--- config.mk ---
export PLATFORM = sky130hd
export DESIGN_NAME = rob_commit_flat
export DESIGN_NICKNAME = d
export VERILOG_FILES = /design/src/rtl/rob_commit_if.sv /design/src/rtl/rob_commit.sv /design/src/flat_wrapper.sv
export SDC_FILE = /design/constraint.sdc
export NUM_CORES = 1
export LEC_CHECK = 0
export ABC_AREA = 1
export ABC_CLOCK_PERIOD_IN_PS = 19500
export BUFFER_PORTS_ARGS = -buffer_cell sky130_fd_sc_hd__buf_2
export CORE_MARGIN = 8
export CORE_UTILIZATION = 48
export CTS_CLUSTER_SIZE = 25
export DETAILED_ROUTE_END_ITERATION = 16
export PLACE_DENSITY = 0.65
export SETUP_SLACK_MARGIN = 0.1
export SYNTH_ARGS = -nofsm -noshare
export SYNTH_HDL_FRONTEND = slang
export SYNTH_SLANG_ARGS = --single-unit
--- constraint.sdc ---
create_clock -name clk_i -period 19.5 [get_ports clk_i]
set_input_delay 1.95 -clock clk_i [delete_from_list [all_inputs] [get_ports clk_i]]
set_output_delay 1.95 -clock clk_i [all_outputs]
set_load 0.02 [all_outputs]
--- src/rtl/rob_commit_if.sv ---
// rob_commit_if: groups the dispatch, completion and commit-side signals of the
// reorder buffer into one bundle.
//   slave  modport : used by rob_commit. Dispatch and completion signals are
//                    inputs; the commit strobes, status and perf counters are outputs.
//   master modport : used by the environment, which drives dispatch and completion.
// Signal names keep their _i/_o suffixes as seen from the ROB.
interface rob_commit_if #(
    parameter int unsigned NUM_ROB      = 16,
    parameter int unsigned NUM_FU       = 4,
    parameter int unsigned NUM_PHYS_REG = 128,
    parameter int unsigned NUM_FLAGS    = 4
);
    localparam int unsigned IDX_W = $clog2(NUM_ROB);
    localparam int unsigned PR_W  = $clog2(NUM_PHYS_REG);

    // Dispatch
    logic                        dispatch_valid_i;
    logic                        dispatch_ready_o;
    logic                        dispatch_has_dest_i;
    logic [PR_W-1:0]             dispatch_phys_new_i;
    logic [PR_W-1:0]             dispatch_phys_old_i;
    logic [NUM_FLAGS-1:0]        dispatch_flag_mask_i;
    logic [IDX_W-1:0]            dispatch_idx_o;
    // Completion
    logic [NUM_FU-1:0]           complete_valid_i;
    logic [NUM_FU*IDX_W-1:0]     complete_idx_i;
    logic [NUM_FU*NUM_FLAGS-1:0] complete_flags_i;
    logic [NUM_FU-1:0]           complete_mispredict_i;
    // Commit side
    logic                        rob_phys_valid_o;
    logic [PR_W-1:0]             rob_phys_reg_cl_o;
    logic [PR_W-1:0]             rob_phys_reg_set_o;
    logic                        rob_phys_mispredict_o;
    logic                        rob_flag_valid_o;
    logic [2*NUM_FLAGS-1:0]      rob_flag_o;
    logic                        rob_empty_o;
    // Performance counters
    logic [31:0]                 perf_commit_cnt_o;
    logic [31:0]                 perf_stall_cnt_o;

    modport slave (
        input  dispatch_valid_i, dispatch_has_dest_i, dispatch_phys_new_i,
               dispatch_phys_old_i, dispatch_flag_mask_i,
               complete_valid_i, complete_idx_i, complete_flags_i, complete_mispredict_i,
        output dispatch_ready_o, dispatch_idx_o,
               rob_phys_valid_o, rob_phys_reg_cl_o, rob_phys_reg_set_o,
               rob_phys_mispredict_o, rob_flag_valid_o, rob_flag_o, rob_empty_o,
               perf_commit_cnt_o, perf_stall_cnt_o
    );

    modport master (
        output dispatch_valid_i, dispatch_has_dest_i, dispatch_phys_new_i,
               dispatch_phys_old_i, dispatch_flag_mask_i,
               complete_valid_i, complete_idx_i, complete_flags_i, complete_mispredict_i,
        input  dispatch_ready_o, dispatch_idx_o,
               rob_phys_valid_o, rob_phys_reg_cl_o, rob_phys_reg_set_o,
               rob_phys_mispredict_o, rob_flag_valid_o, rob_flag_o, rob_empty_o,
               perf_commit_cnt_o, perf_stall_cnt_o
    );
endinterface

--- src/rtl/rob_commit.sv ---
// rob_commit: in-order reorder buffer and retirement unit.
//   clk_i   : clock
//   reset_i : asynchronous, active-high reset
//   bus     : rob_commit_if.slave
//             - dispatch : allocates an entry at the tail; dispatch_idx_o is the tail
//             - complete : per-FU done/flags/mispredict reports by ROB index
//             - commit   : registered register free/set, flag write and rollback strobes
// Retires at most one entry per cycle from the head. A mispredicted branch retires
// normally and flushes every younger entry.
// Optional feature: define ROB_COMMIT_PERF_EN to build the retire and head-stall
// counters; otherwise both perf outputs are tied to 0.
module rob_commit #(
    parameter int unsigned NUM_ROB      = 16,
    parameter int unsigned NUM_FU       = 4,
    parameter int unsigned NUM_PHYS_REG = 128,
    parameter int unsigned NUM_FLAGS    = 4
) (
    input logic         clk_i,
    input logic         reset_i,
    rob_commit_if.slave bus
);
    localparam int unsigned IDX_W = $clog2(NUM_ROB);
    localparam int unsigned PR_W  = $clog2(NUM_PHYS_REG);
    localparam int unsigned CNT_W = IDX_W + 1;

    // Entry storage
    logic [NUM_ROB-1:0]   ent_valid_q, ent_valid_d;
    logic [NUM_ROB-1:0]   ent_done_q, ent_done_d;
    logic [NUM_ROB-1:0]   ent_has_dest_q, ent_has_dest_d;
    logic [NUM_ROB-1:0]   ent_mispred_q, ent_mispred_d;
    logic [PR_W-1:0]      ent_phys_new_q [NUM_ROB];
    logic [PR_W-1:0]      ent_phys_new_d [NUM_ROB];
    logic [PR_W-1:0]      ent_phys_old_q [NUM_ROB];
    logic [PR_W-1:0]      ent_phys_old_d [NUM_ROB];
    logic [NUM_FLAGS-1:0] ent_mask_q [NUM_ROB];
    logic [NUM_FLAGS-1:0] ent_mask_d [NUM_ROB];
    logic [NUM_FLAGS-1:0] ent_flags_q [NUM_ROB];
    logic [NUM_FLAGS-1:0] ent_flags_d [NUM_ROB];

    // Pointers and status
    logic [IDX_W-1:0] head_q, head_d, tail_q, tail_d, head_inc;
    logic [CNT_W-1:0] count_q, count_d;
    logic             ready_q, ready_d, empty_q, empty_d;

    // Registered commit outputs
    logic                   phys_valid_q, phys_valid_d;
    logic [PR_W-1:0]        phys_cl_q, phys_cl_d;
    logic [PR_W-1:0]        phys_set_q, phys_set_d;
    logic                   mispred_out_q, mispred_out_d;
    logic                   flag_valid_q, flag_valid_d;
    logic [2*NUM_FLAGS-1:0] flag_out_q, flag_out_d;

    logic             retire, flush, dispatch_ok;
    logic [IDX_W-1:0] cidx;

    assign retire   = ent_valid_q[head_q] & ent_done_q[head_q];
    assign flush    = retire & ent_mispred_q[head_q];
    assign head_inc = head_q + IDX_W'(1);

    // A flushing retire kills any dispatch offered in the same cycle.
    assign bus.dispatch_ready_o = ready_q & ~flush;
    assign dispatch_ok          = bus.dispatch_valid_i & bus.dispatch_ready_o;
    assign bus.dispatch_idx_o   = tail_q;

    always_comb begin
        ent_valid_d    = ent_valid_q;
        ent_done_d     = ent_done_q;
        ent_has_dest_d = ent_has_dest_q;
        ent_mispred_d  = ent_mispred_q;
        ent_phys_new_d = ent_phys_new_q;
        ent_phys_old_d = ent_phys_old_q;
        ent_mask_d     = ent_mask_q;
        ent_flags_d    = ent_flags_q;
        head_d         = head_q;
        tail_d         = tail_q;
        count_d        = count_q;
        cidx           = '0;

        if (flush) begin
            // Branch retires; everything younger disappears and the ROB restarts empty
            // just past it. Completions this cycle are dropped.
            ent_valid_d = '0;
            ent_done_d  = '0;
            head_d      = head_inc;
            tail_d      = head_inc;
            count_d     = '0;
        end else begin
            // Ascending loop order lets the highest FU index win on a shared target.
            for (int f = 0; f < NUM_FU; f++) begin
                if (bus.complete_valid_i[f]) begin
                    cidx = bus.complete_idx_i[f*IDX_W +: IDX_W];
                    if (ent_valid_q[cidx]) begin
                        ent_done_d[cidx]    = 1'b1;
                        ent_flags_d[cidx]   = bus.complete_flags_i[f*NUM_FLAGS +: NUM_FLAGS];
                        ent_mispred_d[cidx] = bus.complete_mispredict_i[f];
                    end
                end
            end
            if (retire) begin
                ent_valid_d[head_q] = 1'b0;
                ent_done_d[head_q]  = 1'b0;
                head_d              = head_inc;
            end
            if (dispatch_ok) begin
                ent_valid_d[tail_q]    = 1'b1;
                ent_done_d[tail_q]     = 1'b0;
                ent_mispred_d[tail_q]  = 1'b0;
                ent_has_dest_d[tail_q] = bus.dispatch_has_dest_i;
                ent_phys_new_d[tail_q] = bus.dispatch_phys_new_i;
                ent_phys_old_d[tail_q] = bus.dispatch_phys_old_i;
                ent_mask_d[tail_q]     = bus.dispatch_flag_mask_i;
                ent_flags_d[tail_q]    = '0;
                tail_d                 = tail_q + IDX_W'(1);
            end
            count_d = count_q + CNT_W'(dispatch_ok) - CNT_W'(retire);
        end

        ready_d = (count_d != CNT_W'(NUM_ROB));
        empty_d = (count_d == '0);

        phys_valid_d  = retire & ent_has_dest_q[head_q];
        phys_cl_d     = retire ? ent_phys_old_q[head_q] : '0;
        phys_set_d    = retire ? ent_phys_new_q[head_q] : '0;
        mispred_out_d = flush;
        flag_valid_d  = retire & (|ent_mask_q[head_q]);
        flag_out_d    = retire ? {ent_mask_q[head_q], ent_flags_q[head_q]} : '0;
    end

    always_ff @(posedge clk_i or posedge reset_i) begin
        if (reset_i) begin
            ent_valid_q    <= '0;
            ent_done_q     <= '0;
            ent_has_dest_q <= '0;
            ent_mispred_q  <= '0;
            for (int i = 0; i < NUM_ROB; i++) begin
                ent_phys_new_q[i] <= '0;
                ent_phys_old_q[i] <= '0;
                ent_mask_q[i]     <= '0;
                ent_flags_q[i]    <= '0;
            end
            head_q        <= '0;
            tail_q        <= '0;
            count_q       <= '0;
            ready_q       <= 1'b1;
            empty_q       <= 1'b1;
            phys_valid_q  <= 1'b0;
            phys_cl_q     <= '0;
            phys_set_q    <= '0;
            mispred_out_q <= 1'b0;
            flag_valid_q  <= 1'b0;
            flag_out_q    <= '0;
        end else begin
            ent_valid_q    <= ent_valid_d;
            ent_done_q     <= ent_done_d;
            ent_has_dest_q <= ent_has_dest_d;
            ent_mispred_q  <= ent_mispred_d;
            ent_phys_new_q <= ent_phys_new_d;
            ent_phys_old_q <= ent_phys_old_d;
            ent_mask_q     <= ent_mask_d;
            ent_flags_q    <= ent_flags_d;
            head_q         <= head_d;
            tail_q         <= tail_d;
            count_q        <= count_d;
            ready_q        <= ready_d;
            empty_q        <= empty_d;
            phys_valid_q   <= phys_valid_d;
            phys_cl_q      <= phys_cl_d;
            phys_set_q     <= phys_set_d;
            mispred_out_q  <= mispred_out_d;
            flag_valid_q   <= flag_valid_d;
            flag_out_q     <= flag_out_d;
        end
    end

    assign bus.rob_phys_valid_o      = phys_valid_q;
    assign bus.rob_phys_reg_cl_o     = phys_cl_q;
    assign bus.rob_phys_reg_set_o    = phys_set_q;
    assign bus.rob_phys_mispredict_o = mispred_out_q;
    assign bus.rob_flag_valid_o      = flag_valid_q;
    assign bus.rob_flag_o            = flag_out_q;
    assign bus.rob_empty_o           = empty_q;

`ifdef ROB_COMMIT_PERF_EN
    logic [31:0] perf_commit_q, perf_stall_q;

    always_ff @(posedge clk_i or posedge reset_i) begin
        if (reset_i) begin
            perf_commit_q <= '0;
            perf_stall_q  <= '0;
        end else begin
            if (retire) begin
                perf_commit_q <= perf_commit_q + 32'd1;
            end
            if ((count_q != '0) && !ent_done_q[head_q]) begin
                perf_stall_q <= perf_stall_q + 32'd1;
            end
        end
    end

    assign bus.perf_commit_cnt_o = perf_commit_q;
    assign bus.perf_stall_cnt_o  = perf_stall_q;
`else
    assign bus.perf_commit_cnt_o = '0;
    assign bus.perf_stall_cnt_o  = '0;
`endif
endmodule

--- src/flat_wrapper.sv ---
// flat-port wrapper written by rule: the top's interface ports become plain ports
module rob_commit_flat 
#(
    parameter int unsigned NUM_ROB      = 16,
    parameter int unsigned NUM_FU       = 4,
    parameter int unsigned NUM_PHYS_REG = 128,
    parameter int unsigned NUM_FLAGS    = 4
)
  (clk_i, reset_i, bus_dispatch_valid_i, bus_dispatch_has_dest_i, bus_dispatch_phys_new_i, bus_dispatch_phys_old_i, bus_dispatch_flag_mask_i, bus_complete_valid_i, bus_complete_idx_i, bus_complete_flags_i, bus_complete_mispredict_i, bus_dispatch_ready_o, bus_dispatch_idx_o, bus_rob_phys_valid_o, bus_rob_phys_reg_cl_o, bus_rob_phys_reg_set_o, bus_rob_phys_mispredict_o, bus_rob_flag_valid_o, bus_rob_flag_o, bus_rob_empty_o, bus_perf_commit_cnt_o, bus_perf_stall_cnt_o);
  rob_commit_if #(.NUM_ROB(NUM_ROB), .NUM_FU(NUM_FU), .NUM_PHYS_REG(NUM_PHYS_REG), .NUM_FLAGS(NUM_FLAGS)) bus_i ();
  input logic clk_i;
  input logic reset_i;
  input wire logic [$bits(bus_i.dispatch_valid_i)-1:0] bus_dispatch_valid_i;
  input wire logic [$bits(bus_i.dispatch_has_dest_i)-1:0] bus_dispatch_has_dest_i;
  input wire logic [$bits(bus_i.dispatch_phys_new_i)-1:0] bus_dispatch_phys_new_i;
  input wire logic [$bits(bus_i.dispatch_phys_old_i)-1:0] bus_dispatch_phys_old_i;
  input wire logic [$bits(bus_i.dispatch_flag_mask_i)-1:0] bus_dispatch_flag_mask_i;
  input wire logic [$bits(bus_i.complete_valid_i)-1:0] bus_complete_valid_i;
  input wire logic [$bits(bus_i.complete_idx_i)-1:0] bus_complete_idx_i;
  input wire logic [$bits(bus_i.complete_flags_i)-1:0] bus_complete_flags_i;
  input wire logic [$bits(bus_i.complete_mispredict_i)-1:0] bus_complete_mispredict_i;
  output wire logic [$bits(bus_i.dispatch_ready_o)-1:0] bus_dispatch_ready_o;
  output wire logic [$bits(bus_i.dispatch_idx_o)-1:0] bus_dispatch_idx_o;
  output wire logic [$bits(bus_i.rob_phys_valid_o)-1:0] bus_rob_phys_valid_o;
  output wire logic [$bits(bus_i.rob_phys_reg_cl_o)-1:0] bus_rob_phys_reg_cl_o;
  output wire logic [$bits(bus_i.rob_phys_reg_set_o)-1:0] bus_rob_phys_reg_set_o;
  output wire logic [$bits(bus_i.rob_phys_mispredict_o)-1:0] bus_rob_phys_mispredict_o;
  output wire logic [$bits(bus_i.rob_flag_valid_o)-1:0] bus_rob_flag_valid_o;
  output wire logic [$bits(bus_i.rob_flag_o)-1:0] bus_rob_flag_o;
  output wire logic [$bits(bus_i.rob_empty_o)-1:0] bus_rob_empty_o;
  output wire logic [$bits(bus_i.perf_commit_cnt_o)-1:0] bus_perf_commit_cnt_o;
  output wire logic [$bits(bus_i.perf_stall_cnt_o)-1:0] bus_perf_stall_cnt_o;
  assign bus_i.dispatch_valid_i = bus_dispatch_valid_i;
  assign bus_i.dispatch_has_dest_i = bus_dispatch_has_dest_i;
  assign bus_i.dispatch_phys_new_i = bus_dispatch_phys_new_i;
  assign bus_i.dispatch_phys_old_i = bus_dispatch_phys_old_i;
  assign bus_i.dispatch_flag_mask_i = bus_dispatch_flag_mask_i;
  assign bus_i.complete_valid_i = bus_complete_valid_i;
  assign bus_i.complete_idx_i = bus_complete_idx_i;
  assign bus_i.complete_flags_i = bus_complete_flags_i;
  assign bus_i.complete_mispredict_i = bus_complete_mispredict_i;
  assign bus_dispatch_ready_o = bus_i.dispatch_ready_o;
  assign bus_dispatch_idx_o = bus_i.dispatch_idx_o;
  assign bus_rob_phys_valid_o = bus_i.rob_phys_valid_o;
  assign bus_rob_phys_reg_cl_o = bus_i.rob_phys_reg_cl_o;
  assign bus_rob_phys_reg_set_o = bus_i.rob_phys_reg_set_o;
  assign bus_rob_phys_mispredict_o = bus_i.rob_phys_mispredict_o;
  assign bus_rob_flag_valid_o = bus_i.rob_flag_valid_o;
  assign bus_rob_flag_o = bus_i.rob_flag_o;
  assign bus_rob_empty_o = bus_i.rob_empty_o;
  assign bus_perf_commit_cnt_o = bus_i.perf_commit_cnt_o;
  assign bus_perf_stall_cnt_o = bus_i.perf_stall_cnt_o;
  rob_commit #(.NUM_ROB(NUM_ROB), .NUM_FU(NUM_FU), .NUM_PHYS_REG(NUM_PHYS_REG), .NUM_FLAGS(NUM_FLAGS)) u_core (.clk_i(clk_i), .reset_i(reset_i), .bus(bus_i));
endmodule
==> results of run 1 <==
[worst reg2reg max path, stage by stage (launching register included)]
cell and delay [ps]:
dfrtp_4 770, inv_6 740, buf_4 780, nand2_1 200
nand3_1 120, o21ai_1 80, nand2_1 60, nand2_1 60
clkinv_1 50, nand2_1 100, nand3_4 500, buf_4 730
nand3_4 320, inv_1 150, ha_1 170, inv_1 60
fa_1 400, inv_1 80, nand3_1 60, nand2_1 80
xor2_1 140, nand2_1 70, inv_1 110, nand3_1 80
[area by class of cell]
class	instances	area (um^2)	share of cell area [%]
inverters	528	2000	6.46
diodes	1	2.50	0.00807
repair buffers	131	766	2.47
clock inverters	17	349	1.13
well taps	782	978	3.16
flip-flops and latches	456	11400	36.8
multi-input cells	3098	14000	45.0
clock buffers	76	1530	4.94
[how the worst min path moves through the flow]
stage / cells past startpoint / slack (ps) / endpoint / start
floorplan: 2 / 440 / u_core.ent_mask_q[32]$_DFFE_PP0P_ / u_core.ent_mask_q[32]$_DFFE_PP0P_
global placement: 2 / 450 / u_core.ent_mask_q[47]$_DFFE_PP0P_ / u_core.ent_mask_q[47]$_DFFE_PP0P_
detailed placement: 2 / 450 / u_core.ent_mask_q[32]$_DFFE_PP0P_ / u_core.ent_mask_q[32]$_DFFE_PP0P_
CTS: 2 / 470 / u_core.ent_mask_q[32]$_DFFE_PP0P_ / u_core.ent_mask_q[32]$_DFFE_PP0P_
global route: 2 / 490 / u_core.ent_mask_q[47]$_DFFE_PP0P_ / u_core.ent_mask_q[47]$_DFFE_PP0P_
finish: 2 / 470 / u_core.ent_mask_q[47]$_DFFE_PP0P_ / u_core.ent_mask_q[47]$_DFFE_PP0P_
[synthesized netlist by cell type, drive strengths merged (2+ instances only)]
library cell  count
a211oi           10
a21boi            3
a21oi           280
a22o             16
a22oi             7
a32o              9
buf             222
clkbuf          148
clkinv            5
dfrtp           454
dfstp             2
ha               13
inv             523
nand2          1715
nand3           249
nand4           137
nor2            202
nor3             14
nor4              3
o21ai           342
o311ai           20
o31ai             3
xor2              5
[stage by stage]
stage               std cells  utilization (%)  hold slack (ps)  instance area [um^2]  power [W]
floorplan                4452                -              437                 29400    0.00333
global placement         4995             48.4              450                 29100    0.00392
detailed placement       4995             48.4              453                 29100    0.00395
CTS                      5088             51.6              468                 31000    0.00504
global route             5088             51.6              490                 31000    0.00546
finish                   5089             51.6              466                 31000    0.00507
[cell families (layout without fill, tap and decap cells)]
family	count (synthesis)	count (layout)	share of synthesized area (%)
adder cells (fa/ha/maj)	14	14	0.627
other	1	65	0.0129
AO/OA/AOI/OAI	692	692	13.2
AND/OR/NAND/NOR	2322	2322	33.0
flip-flops	456	456	39.2
XOR/XNOR	6	6	0.180
buffers and inverters	898	752	13.8
[flip-flops by register name, summed over array words and instances, names as in the netlist, 4 cells and up]
name	cells
u_core.bus.rob_flag_o	8
u_core.count_q	5
u_core.ent_mask_q	64
u_core.bus.rob_phys_reg_set_o	7
u_core.bus.dispatch_idx_o	4
u_core.ent_flags_q	64
u_core.ent_phys_new_q	112
u_core.bus.rob_phys_reg_cl_o	7
u_core.ent_done_q	16
u_core.ent_has_dest_q	16
u_core.ent_valid_q	16
u_core.ent_mispred_q	16
u_core.ent_phys_old_q	112
u_core.head_q	4
[power by group through the flow]
stage               combinational [W]  sequential (W)  clock [W]
floorplan                     0.00177         0.00156          0
global placement              0.00224         0.00167          0
detailed placement            0.00228         0.00167          0
CTS                           0.00229         0.00166    0.00109
global route                  0.00262         0.00171    0.00113
finish                        0.00232         0.00168    0.00108
[layer usage]
| layer | global-route usage (%) | vias to the layer above |
|---|---|---|
| li1 | - | 13418 |
| met1 | 40.2 | 13178 |
| met2 | 44.7 | 1485 |
| met3 | 5.57 | 317 |
| met4 | 12.0 | 2 |
| met5 | 0 | - |
==> metrics.txt, run 1 <==
Yosys top cell by area=dfrtp_1; Distinct cells, synth=48; instance count on the critical path=14; Leak=16.7 nW; flop2flop setup slack=about 14,000 ps; CTS Buf Count=between 50 and 60; postcts setup bufs=0; Final setup viols=0; # IOs=roughly 160; largest net degree at the start of global routing=around 170; routed length per instance=approximately 20 um; RSZ-0062 raised after global routing=false; most common flop cell mapped by yosys=dfrtp_1; initial antenna violation count=2; delay-heaviest family, CP=buffers and inverters; # hold bufs at CTS=0; clock network fraction of design power=about a fifth; die width=262 um; CP most frequent cell=nand2_1; CTS sink cnt=456; total track usage=~29%; share of cells above drive strength 1=under 10%; clock-pin slew on the worst setup and hold paths=approximately 60 ps; WS Path Type=reg2out; period utilization=36.5%; max cap viols=0; die area=~69,000 um^2; Layout area overhead=6.44%; Critical Path RT=around 18,000 ps; metal1 wirelength=approximately 43,000 um; post_cts resized=0; sequential fraction of the synthesis area=between 30 and 40%; largest cells by area after synthesis=dfrtp_1 39%, nand2_1 22%, inv_1 6.5%; first drt pass iteration count=6; PD cells=164 nW/um^2; Switch Pwr=roughly 0.0023 W; EDFF count, synth=0; Tmin final=approximately 7000 ps; worst setup path end=bus_dispatch_ready_o; Mapped Cells=4,389; status=completed; Max-slew headroom=between 20 and 25%; Routed Antenna Nets=0; worst slew pin tran=1160 ps; reg2reg path depth=23; internal power=between 0.002 and 0.003 W; max frequency=~140 MHz; Port Buf Inserts=around 90; crit path from=u_core.head_q[0]$_DFFE_PP0P_; Gate power share=45.7%; fill count=around 6,100; clock skew=30.8 ps; Place WS=approximately 13,000 ps; vias post-DR=between 20,000 and 30,000; crit path max-delay cell type=buf_4; CTS H-tree depth=2; commonest non-fill, non-tap cells in the layout=1,703 x nand2_1, 505 x inv_1, 452 x dfrtp_1, 279 x a21oi_1, 277 x o21ai_0; gp weighted congestion=between 1 and 1.5; switch share=about 45%; CP Capture Type=output pin; GRT overflow=0; Worst path max stage delay=780 ps; top routing layer used=met5; root buffer cell=clkbuf_16; first-pass GRT wire length=160,000 um; Initial Util=48.4%; post-synth top area share=39.0%; Yosys warning total=0; share of synthesized flip-flops with an asynchronous set or reset=100%; Initial DRC Count=~3,400; nets=4,342; fin worst setup slack=12,380 ps; Die Height=262 um; WL met2=roughly 45,000 um; Longest Clk Path Bufs=3; Cell Rows=90; Seq pwr share=between 30% and 40%; #FFs+latches synth=456; Syn Std Cell Area=between 20,000 and 30,000 um^2; post-DR vias/cell=~5.6; Slew Viols, Final=0; maximum vdd ir drop=approximately 78 uV; TritonCTS clock tree=done; reg2reg start=u_core.head_q[0]$_DFFE_PP0P_; Critical path buffers and inverters=6; met3 WL=10,700 um; number of global-route vias before repair=~26,000; crit-path cells=inv_6, buf_4, nand2_1, nand3_1, o21ai_1, nand2_1, nand2_1, clkinv_1, nand2_1, nand3_4, buf_4, nand2_1, inv_1, buf_2; Setup TNS Final=0 ps; Final Hold Viols=0; final wirelength=between 100,000 and 150,000 um; dpl hpwl=roughly 65,000 um; Reg-to-Reg End=u_core.ready_q$_DFF_PP1_; most common cell after layout, fill and taps aside=nand2_1; CP Launch Type=register; Worst Hold Class=reg2reg; later-pin clock latency in the skew report=between 600 and 700 ps; Residual DRC=0; Core Region=about 60,000 um^2; crit path DAT=about 5200 ps; CP Max Fanout=roughly 110; synthesized area per cell=about 6.6 um^2
No activity file was read; power rests on OpenSTA's default activity.
==> run 2: changes to the inputs <==
--- a/config.mk
+++ b/config.mk
@@ -6,7 +6,7 @@
 export NUM_CORES = 1
 export LEC_CHECK = 0
 export ABC_AREA = 1
-export ABC_CLOCK_PERIOD_IN_PS = 19500
+export ABC_CLOCK_PERIOD_IN_PS = 6600
 export BUFFER_PORTS_ARGS = -buffer_cell sky130_fd_sc_hd__buf_2
 export CORE_MARGIN = 8
 export CORE_UTILIZATION = 48
==> constraint.sdc (replaced) <==
create_clock -name clk_i -period 6.6 [get_ports clk_i]
set_input_delay 0.66 -clock clk_i [delete_from_list [all_inputs] [get_ports clk_i]]
set_output_delay 0.66 -clock clk_i [all_outputs]
set_load 0.02 [all_outputs]
==> run 2 against run 1 <==
  * Clock skew increased by 12 ps
  * Die area unchanged
  * Largest power group unchanged
  * Worst hold slack got worse by 260 ps
  * Largest cell class unchanged
==> metrics.txt, run 2 (synthesis gave the netlist of run 1 again) <==
most common cell after layout, fill and taps aside=nand2_1; CTS H-tree depth=2; number of global-route vias before repair=26,438; fill count=about 6,100; largest net degree at the start of global routing=118; later-pin clock latency in the skew report=approximately 640 ps; nets=around 4,300; crit path DAT=around 5200 ps; root buffer cell=clkbuf_16; post_cts resized=0; multi-input logic area=around 14,000 um^2; share of cells above drive strength 1=under 10%; Leak=between 15 and 20 nW; delay-heaviest family, CP=simple AND/OR/NAND/NOR gates; first drt pass iteration count=6; Initial Util=between 40% and 50%; CP Launch Type=register; CP Max Fanout=61; commonest non-fill, non-tap cells in the layout=1,703 x nand2_1, 505 x inv_1, 452 x dfrtp_1, 279 x a21oi_1, 277 x o21ai_0; Seq. cell area=between 10,000 and 15,000 um^2; total track usage=a little under 30%; total power=0.0148 W; met1 usage=between 40% and 50%; crit-path cells=inv_4, nand3_1, nand2_1, nand2_1, nand2_1, inv_1, nand2_1, nand3_4, nand4_2, inv_2, o21ai_0; CTS sink cnt=~460; vias post-DR=28,587; clock skew=roughly 43 ps; max cap viols=0; Routed Antenna Nets=0; placed insts=4,998; Worst path max stage delay=~920 ps; crit path max-delay cell type=inv_2; CP Capture Type=register; maximum vdd ir drop=between 200 and 250 uV; TritonCTS clock tree=done; Non-Filler Instances=between 5,000 and 6,000; GRT overflow=0; Critical path buffers and inverters=3; minimum hold slack=206 ps; Final setup viols=0; crit path from=u_core.head_q[1]$_DFFE_PP0P_; RSZ-0062 raised after global routing=false; Critical Path RT=between 7000 and 8000 ps; dpl hpwl=between 60,000 and 70,000 um; Longest Clk Path Bufs=3; final wirelength=approximately 100,000 um; Tmin final=4670 ps; PD cells=between 400 and 500 nW/um^2; worst slew pin tran=around 1200 ps; CTS Buf Count=52; largest registers=u_core.ent_phys_new_q x112, u_core.ent_phys_old_q x112; period utilization=70.7%; routed length per instance=20.5 um; die area=slightly below 70,000 um^2; Layout area overhead=6.19%; flop2flop setup slack=1930 ps; # IOs=between 150 and 200; Slew Viols, Final=0; Core Region=between 60,000 and 70,000 um^2; initial antenna violation count=3; WS Path Type=reg2reg; # hold bufs at CTS=0; die width=between 200 and 300 um; status=completed; post-DR vias/cell=roughly 5.6; Residual DRC=0; CP most frequent cell=nand2_1; reg2reg start=u_core.head_q[1]$_DFFE_PP0P_; gp weighted congestion=0.987; Max-slew headroom=18.0%; postcts setup bufs=0; Die Height=about 260 um; Final Hold Viols=0; met3 Use GR=under 10%; grt met2 use=44.8%; clock-pin slew on the worst setup and hold paths=60 ps; max frequency=around 210 MHz; Port Buf Inserts=92; first-pass GRT wire length=~160,000 um; Cell Rows=90; Initial DRC Count=approximately 3,700; Top Usage Layer GRT=met2; Worst Hold Class=in2async
-- run 2: cell types whose count changed in the layout (fill, tap and decap cells not counted), sizes merged --
cell and delta:
bufinv -7, clkinv +7, buf +3, clkinvlp +2, diode +2, inv -1
-- run 2: final timing paths --
check                                                   endpoint  cells past startpoint
setup / recovery           u_core.ent_phys_old_q[48]$_DFFE_PP0P_                     11
max in group asynchronous           u_core.head_q[1]$_DFFE_PP0P_                      3
hold reg to reg                u_core.ent_mask_q[47]$_DFFE_PP0P_                      2
min in group clk_i         u_core.ent_phys_new_q[34]$_DFFE_PP0P_                      3
setup reg to reg           u_core.ent_phys_old_q[48]$_DFFE_PP0P_                     11
hold / removal             u_core.ent_phys_old_q[14]$_DFFE_PP0P_                      2
-- run 2: power by group --
group          internal [W]  total (W)  switching, W
Combinational       0.00218    0.00691       0.00474
Clock               0.00171    0.00296       0.00125
Sequential          0.00406    0.00491      0.000843
-- run 2: cell type report --
type	count	share of cell area, %
antenna	3	0.0243
timing repair buffer	134	2.67
multi-input combinational	3098	45.1
clock inverter	18	0.631
clock buffer	76	5.02
inverter	528	6.46
sequential	456	36.9
tap	782	3.16
-- run 2: worst reg2reg max path, cell delays in order (launching register included) --
cell	delay, ps
dfrtp_4	900
inv_4	490
nand3_1	280
nand2_1	70
nand2_1	60
nand2_1	70
inv_1	50
nand2_1	200
nand3_4	450
nand4_2	870
inv_2	930
o21ai_0	190
-- run 2: metrics by stage --
step                      utilization (%)  setup slack [ps]  TNS, ps  instance area (um^2)
after floorplan                         -              -227  -103240                 29400
after global placement               48.5              2090        0                 29200
after detailed placement             48.5              2030        0                 29200
after CTS                            51.4              2040        0                 30900
final                                51.4              1930        0                 30900
after global routing                 51.4              1630        0                 30900
-- run 2: metal layers --
layer,wire length (um),part of all wire [%]
met1,43200,41
met2,45200,43
met3,11200,11
met4,4780,4.6
met5,0,0
